==> config.mk <==
export PLATFORM = sky130hd
export DESIGN_NAME = nn_pf_io_resp
export DESIGN_NICKNAME = d
export VERILOG_FILES = /design/src/rtl/nn_pf_pkg.sv /design/src/rtl/nn_key_debounce.sv /design/src/rtl/nn_pf_io_resp.sv
export SDC_FILE = /design/constraint.sdc
export NUM_CORES = 1
export LEC_CHECK = 0
export ABC_AREA = 1
export CAP_MARGIN = 25
export CORE_ASPECT_RATIO = 0.75
export CORE_MARGIN = 2
export CORE_UTILIZATION = 49
export CTS_CLUSTER_SIZE = 40
export DETAILED_ROUTE_END_ITERATION = 8
export PLACE_DENSITY = 0.94
export SYNTH_ARGS = -nofsm -noshare
export SYNTH_HDL_FRONTEND = slang
export SYNTH_SLANG_ARGS = --single-unit
==> constraint.sdc <==
create_clock -name CLK -period 3.6 [get_ports CLK]
set_clock_uncertainty 0.15 [all_clocks]
set_input_delay 0.72 -clock CLK [delete_from_list [all_inputs] [get_ports CLK]]
set_output_delay 0.72 -clock CLK [all_outputs]
set_load 0.1 [all_outputs]
==> src/rtl/nn_pf_pkg.sv <==
`default_nettype none
// ============================================================================
// Module      : nn_pf_pkg
// Description : Register offsets, ID value and bus FSM states for the
//               platform I/O responder.
// Revision    : 1.0 - initial release
// ============================================================================
package nn_pf_pkg;

    localparam logic [3:0]  PF_OFF_KEY = 4'h0;
    localparam logic [3:0]  PF_OFF_LED = 4'h4;
    localparam logic [3:0]  PF_OFF_EVT = 4'h8;
    localparam logic [3:0]  PF_OFF_ID  = 4'hC;

    localparam logic [31:0] PF_ID      = 32'h6E6E_0001;

    typedef enum logic [0:0] {
        PF_IDLE = 1'b0,
        PF_RESP = 1'b1
    } pf_state_t;

endpackage
`default_nettype wire

==> src/rtl/nn_key_debounce.sv <==
`default_nettype none
// ============================================================================
// Module      : nn_key_debounce
// Description : Two-flop synchronizer plus counter debounce for one key,
//               with a pulse on the edge where the stable level rises.
// Revision    : 1.0 - initial release
// ============================================================================
module nn_key_debounce
    import nn_pf_pkg::*;
#(
    parameter int DEB_CYCLES = 50000,
    parameter int DEB_CW     = 16
) (
    input  logic clk,
    input  logic rst_n,
    input  logic i_key,
    output logic o_stable,
    output logic o_rise
);

    localparam logic [DEB_CW-1:0] c_last = DEB_CW'(DEB_CYCLES - 1);

    logic              r_sync1;
    logic              r_sync2;
    logic              r_stable;
    logic [DEB_CW-1:0] r_cnt;
    logic              w_differ;
    logic              w_accept;

    assign w_differ = r_sync2 ^ r_stable;
    assign w_accept = w_differ && (r_cnt == c_last);

    always_ff @(posedge clk or negedge rst_n) begin
        if (!rst_n) begin
            r_sync1  <= 1'b0;
            r_sync2  <= 1'b0;
            r_stable <= 1'b0;
            r_cnt    <= '0;
        end else begin
            r_sync1 <= i_key;
            r_sync2 <= r_sync1;
            if (!w_differ) begin
                r_cnt <= '0;
            end else if (w_accept) begin
                r_stable <= r_sync2;
                r_cnt    <= '0;
            end else begin
                r_cnt <= r_cnt + 1'b1;
            end
        end
    end

    // Rise is flagged on the same edge that promotes the new stable level.
    assign o_stable = r_stable;
    assign o_rise   = w_accept & r_sync2;

endmodule
`default_nettype wire

==> src/rtl/nn_pf_io_resp.sv <==
`default_nettype none
// ============================================================================
// Module      : nn_pf_io_resp
// Description : Platform I/O window responder: KEY/LED/event/ID registers
//               behind a registered single-beat req/ack handshake.
// Revision    : 1.0 - initial release
// ============================================================================
module nn_pf_io_resp
    import nn_pf_pkg::*;
#(
    parameter logic [31:0] BASE_ADDR  = 32'h8000_0000,
    parameter int          KEY_W      = 2,
    parameter int          LED_W      = 8,
    parameter int          DEB_CYCLES = 50000,
    parameter int          DEB_CW     = 16
) (
    input  logic             CLK,
    input  logic             RST_N,
    input  logic             req,
    input  logic             we,
    input  logic [31:0]      addr,
    input  logic [31:0]      wdata,
    output logic [31:0]      rdata,
    output logic             ack,
    output logic             err,
    input  logic [KEY_W-1:0] KEY,
    output logic [LED_W-1:0] LED,
    output logic             irq
);

    pf_state_t        r_state;
    pf_state_t        w_state_next;

    logic [KEY_W-1:0] w_stable;
    logic [KEY_W-1:0] w_rise;
    logic [KEY_W-1:0] r_evt;
    logic [KEY_W-1:0] w_evt_next;
    logic [KEY_W-1:0] w_clr;
    logic [LED_W-1:0] r_led;
    logic [31:0]      r_rdata;
    logic             r_ack;
    logic             r_err;
    logic             r_irq;

    logic             w_take;
    logic             w_hit;
    logic [31:0]      w_rd_data;
    logic             w_err;
    logic             w_led_wr;
    logic             w_evt_rd;
    logic             w_evt_wr;

    generate
        for (genvar k = 0; k < KEY_W; k++) begin : g_key
            nn_key_debounce #(
                .DEB_CYCLES (DEB_CYCLES),
                .DEB_CW     (DEB_CW)
            ) u_deb (
                .clk      (CLK),
                .rst_n    (RST_N),
                .i_key    (KEY[k]),
                .o_stable (w_stable[k]),
                .o_rise   (w_rise[k])
            );
        end
    endgenerate

    // Only aligned words inside the 16-byte window decode; all four map.
    assign w_hit  = (addr[31:4] == BASE_ADDR[31:4]) && (addr[1:0] == 2'b00);
    assign w_take = (r_state == PF_IDLE) && req;

    always_comb begin
        w_rd_data = 32'h0;
        w_err     = !w_hit;
        if (w_hit && !we) begin
            case (addr[3:0])
                PF_OFF_KEY: w_rd_data = 32'(w_stable);
                PF_OFF_LED: w_rd_data = 32'(r_led);
                PF_OFF_EVT: w_rd_data = 32'(r_evt);
                PF_OFF_ID:  w_rd_data = PF_ID;
                default:    w_rd_data = 32'h0;
            endcase
        end
    end

    assign w_led_wr = w_take &&  we && w_hit && (addr[3:0] == PF_OFF_LED);
    assign w_evt_wr = w_take &&  we && w_hit && (addr[3:0] == PF_OFF_EVT);
    assign w_evt_rd = w_take && !we && w_hit && (addr[3:0] == PF_OFF_EVT);

    // A new rise wins over a clear landing on the same bit.
    assign w_clr      = (w_evt_rd ? r_evt : '0) | (w_evt_wr ? wdata[KEY_W-1:0] : '0);
    assign w_evt_next = (r_evt & ~w_clr) | w_rise;

    always_ff @(posedge CLK or negedge RST_N) begin
        if (!RST_N) begin
            r_state <= PF_IDLE;
        end else begin
            r_state <= w_state_next;
        end
    end

    always_comb begin
        w_state_next = r_state;
        case (r_state)
            PF_IDLE: if (req) w_state_next = PF_RESP;
            PF_RESP: w_state_next = PF_IDLE;
            default: w_state_next = PF_IDLE;
        endcase
    end

    always_ff @(posedge CLK or negedge RST_N) begin
        if (!RST_N) begin
            r_evt   <= '0;
            r_irq   <= 1'b0;
            r_led   <= '0;
            r_ack   <= 1'b0;
            r_rdata <= 32'h0;
            r_err   <= 1'b0;
        end else begin
            r_evt <= w_evt_next;
            r_irq <= |w_evt_next;
            r_ack <= w_take;
            if (w_led_wr) begin
                r_led <= wdata[LED_W-1:0];
            end
            if (w_take) begin
                r_rdata <= w_rd_data;
                r_err   <= w_err;
            end
        end
    end

    assign rdata = r_rdata;
    assign ack   = r_ack;
    assign err   = r_err;
    assign LED   = r_led;
    assign irq   = r_irq;

endmodule
`default_nettype wire

==> results.md <==
* Routed wire per std cell at 13.4 um
* Htree depth at 3
* Global-route wire length before repair at 13.0 mm
* Routability Congestion at 0.935
* Post-CTS Setup Bufs at 0
* Worst path top cell family by delay: buffers and inverters
* Setup crit end kind: primary output
* Post-Syn Instances at 410
* Post-CTS sizing at 0
* Overall Power at 1.62 mW
* Sequential element share of the synthesized area at 45.9%
* Layout cell share with drive strength beyond 1 at 14.1%
* Starting DRT DRC Count at 224
* Ant diodes at 0
* Slew Limit Headroom at 34.1%
* Starting Density at 51.3%
* Fraction of registers with async set/reset at 100%
* GRT Residual Overflow at 0
* GRT Total Usage at 22.3%
* Final setup fails at 0
* Area of the multi-input gates at 1390 um^2
* Worst R2R Setup Slack at 1.32 ns
* Detail-routed via count per cell at between 5 and 6
* Yosys reg bits at 60
* Yosys warning count at 0
* Placed cell area at about 3900 um^2
* Mean Syn Cell Area at 7.98 um^2
* RSZ-0062 raised after global routing: no
* Core region area at 6380 um^2
* Top_reg_cell synth: dfrtp_1
* Die Wd at 98.4 um
* Largest net degree at the start of global routing at 41
* Pwr per Cell Area at 388 nW/um^2
* Root buf cell: clkbuf_8
* Reg-to-Reg End: g_key[0].u_deb.r_cnt[11]
* CTS clk-pin slew, worst paths at 0.07 ns
* Fin. Hold Viols at 0
* Crit-path cells: clkdlybuf4s50_1
* Slowest cell on crit path: clkdlybuf4s50_1
* DP Cell Count at 553
* Crit path required time at 2.73 ns
* Hold buffers post-CTS at 0
* Clock buffer depth at 2
* Min-Delay Path Class: primary input to async pin
* Dominant cell type by area after synthesis: dfrtp_1
* CTS Buf Count at 9
* Crit Path Max Fanout at 3
* Distinct cells, synth at 35
* Non-Filler Instances at 569
* XOR/XNOR share of the synthesized area at 2.10%
* Die H at 74.8 um
* Crit path kind: register to primary output
* Post-DP HPWL at about 5.8 mm
* Share of the synthesized area in the top cell type at between 40% and 50%
* Area Overhead vs Synth at 27.8%
* Max-cap viol count at 0
* Initial antenna violation count at 0
* Leakage at roughly 2 nW
* Multiplexer area fraction after synthesis at 0%
* Cell with the most instances after synthesis: nand2_1
* Detailed Routing Iterations Pass 1 at 4
* Final worst-path cycle share at 76.3%
* Synth Cell Area at 3270 um^2
* Clk Latency, worst-skew pair at 0.34 ns
* CTS tree: done
* Die ar. at 7350 um^2
* Fin. max-slew vios at 0
* Design Area, Final at 4180 um^2
* Drt total wl at 7.61 mm
* Final min period at 2.75 ns
* Ports at between 100 and 150
* Vias post-DR at 2914
* CP Buf/Inv Count at 1
* Final Core Density at between 60% and 70%
* Antenna Nets Post-Route at 0
* Largest family of logic cells by synthesized area: simple AND/OR/NAND/NOR gates
* Maximum vdd ir drop at 0.278 mV
* Drt drc at 0
* FF-to-FF Start: g_key[0].u_deb.r_cnt[0]
* Number of buffers inserted by port buffering at 74
* CP arrival at 1.88 ns
* Setup TNS at 0 ns
* Simple-gate area share of the yosys netlist at 31.5%
* Vias in the first global route at 2915
* Adder-Cell Fraction of Synth Area at 0.765%
* Synth Area in Compound Gates at 6.42%
* Nets at roughly 560
* Status: completed
* Largest cells by area after synthesis: dfrtp_1, nand2_1, inv_1
* Fmax at 364 MHz
* Post-synth EDFFs at 0
* Most frequent cells after synthesis: nand2_1, dfrtp_1, inv_1
* Cells on worst reg2reg path at 8
* CTS sink count at 60
* Worst path max stage delay at 1.15 ns
* FF/Latch Area at 1500 um^2
* # fillers at about 500
* Site Rows at 25
* Slew @ Worst Pin at 0.985 ns
* CP Launch Type: register
flip-flops by register name (all words and copies together) (netlist names):
name                  cells
LED                       8
ack                       1
err                       1
g_key.u_deb.o_stable      2
g_key.u_deb.r_cnt        32
g_key.u_deb.r_sync1       2
g_key.u_deb.r_sync2       2
irq                       1
r_evt                     2
rdata                     9
stage by stage:
| stage | hold WS (ns) | worst slack (ns) |
|---|---|---|
| 2_1_floorplan | 0.181 | 1.26 |
| 3_3_place_gp | 0.183 | 0.990 |
| 3_5_place_dp | 0.185 | 0.866 |
| 4_1_cts | 0.176 | 0.844 |
| 5_1_grt | 0.206 | 0.808 |
| 6_report | 0.171 | 0.855 |
cells in the final DEF, fill, tap and decap left out, types with 2 or more instances in the layout:
| cell | netlist | routed |
|---|---|---|
| buf_4 | 24 | 19 |
| xor2_1 | 5 | 5 |
| inv_1 | 57 | 57 |
| nor3_1 | 16 | 16 |
| o21ai_1 | 2 | 2 |
| nand2_1 | 82 | 82 |
| nor2_2 | 4 | 4 |
| clkdlybuf4s50_1 | 0 | 56 |
| nand4_1 | 9 | 9 |
| nand3_1 | 25 | 25 |
| or2_2 | 2 | 2 |
| nor4_1 | 5 | 5 |
| bufinv_16 | 0 | 3 |
| nor3b_1 | 3 | 3 |
| o21ai_0 | 14 | 14 |
| ha_1 | 2 | 2 |
| a21oi_1 | 8 | 8 |
| nor2_4 | 2 | 2 |
| dfrtp_1 | 60 | 60 |
| o21ai_2 | 8 | 8 |
| inv_2 | 5 | 5 |
| nand3_2 | 2 | 2 |
| nor2_1 | 55 | 55 |
| nor3_2 | 3 | 3 |
| clkbuf_8 | 0 | 11 |
| a31oi_1 | 2 | 2 |
| conb_1 | 1 | 14 |
| nand2_2 | 3 | 3 |
area by class of cell:
class,instances,area share (%)
Multi-Input combinational cell,274,33.2
Timing Repair Buffer,76,16.9
Clock buffer,12,3.71
Sequential cell,60,35.9
Inverter,62,5.57
Clock inverter,4,2.27
Tap cell,81,2.42
power by group:
group | internal (mW) | leakage, nW | switching, mW
Clock | 0.497 | 0.127 | 0.258
Sequential | 0.683 | 0.817 | 0.00648
Combinational | 0.0568 | 1.05 | 0.122
how the worst max path moves through the flow:
stage	start	to	slack [ns]	cells past startpoint
finish	LED[3]	LED[3]	0.85	1
global route	LED[3]	LED[3]	0.81	1
floorplan	rdata[29]	rdata[18]	1.26	1
detailed placement	req	irq	0.87	11
CTS	LED[3]	LED[3]	0.84	1
global placement	req	LED[2]	0.99	9
logic make-up (layout without fill, tap and decap cells):
| logic type | count (synthesis) | count (layout) |
|---|---|---|
| fa+ha+maj | 2 | 2 |
| buf+inv | 89 | 154 |
| flops | 60 | 60 |
| simple gates | 216 | 216 |
| compound gates | 35 | 35 |
| other cells | 1 | 14 |
| xor+xnor | 7 | 7 |
routing by layer:
layer / up-vias / part of all wire, % / track usage [%]
met3: 20 / 9.5 / 6.87
met4: 0 / 2.6 / 10.0
met2: 130 / 48 / 40.1
li1: 1412 / - / -
met1: 1352 / 40 / 25.2
met5: - / 0 / 0
No activity file was read; power rests on OpenSTA's default activity.
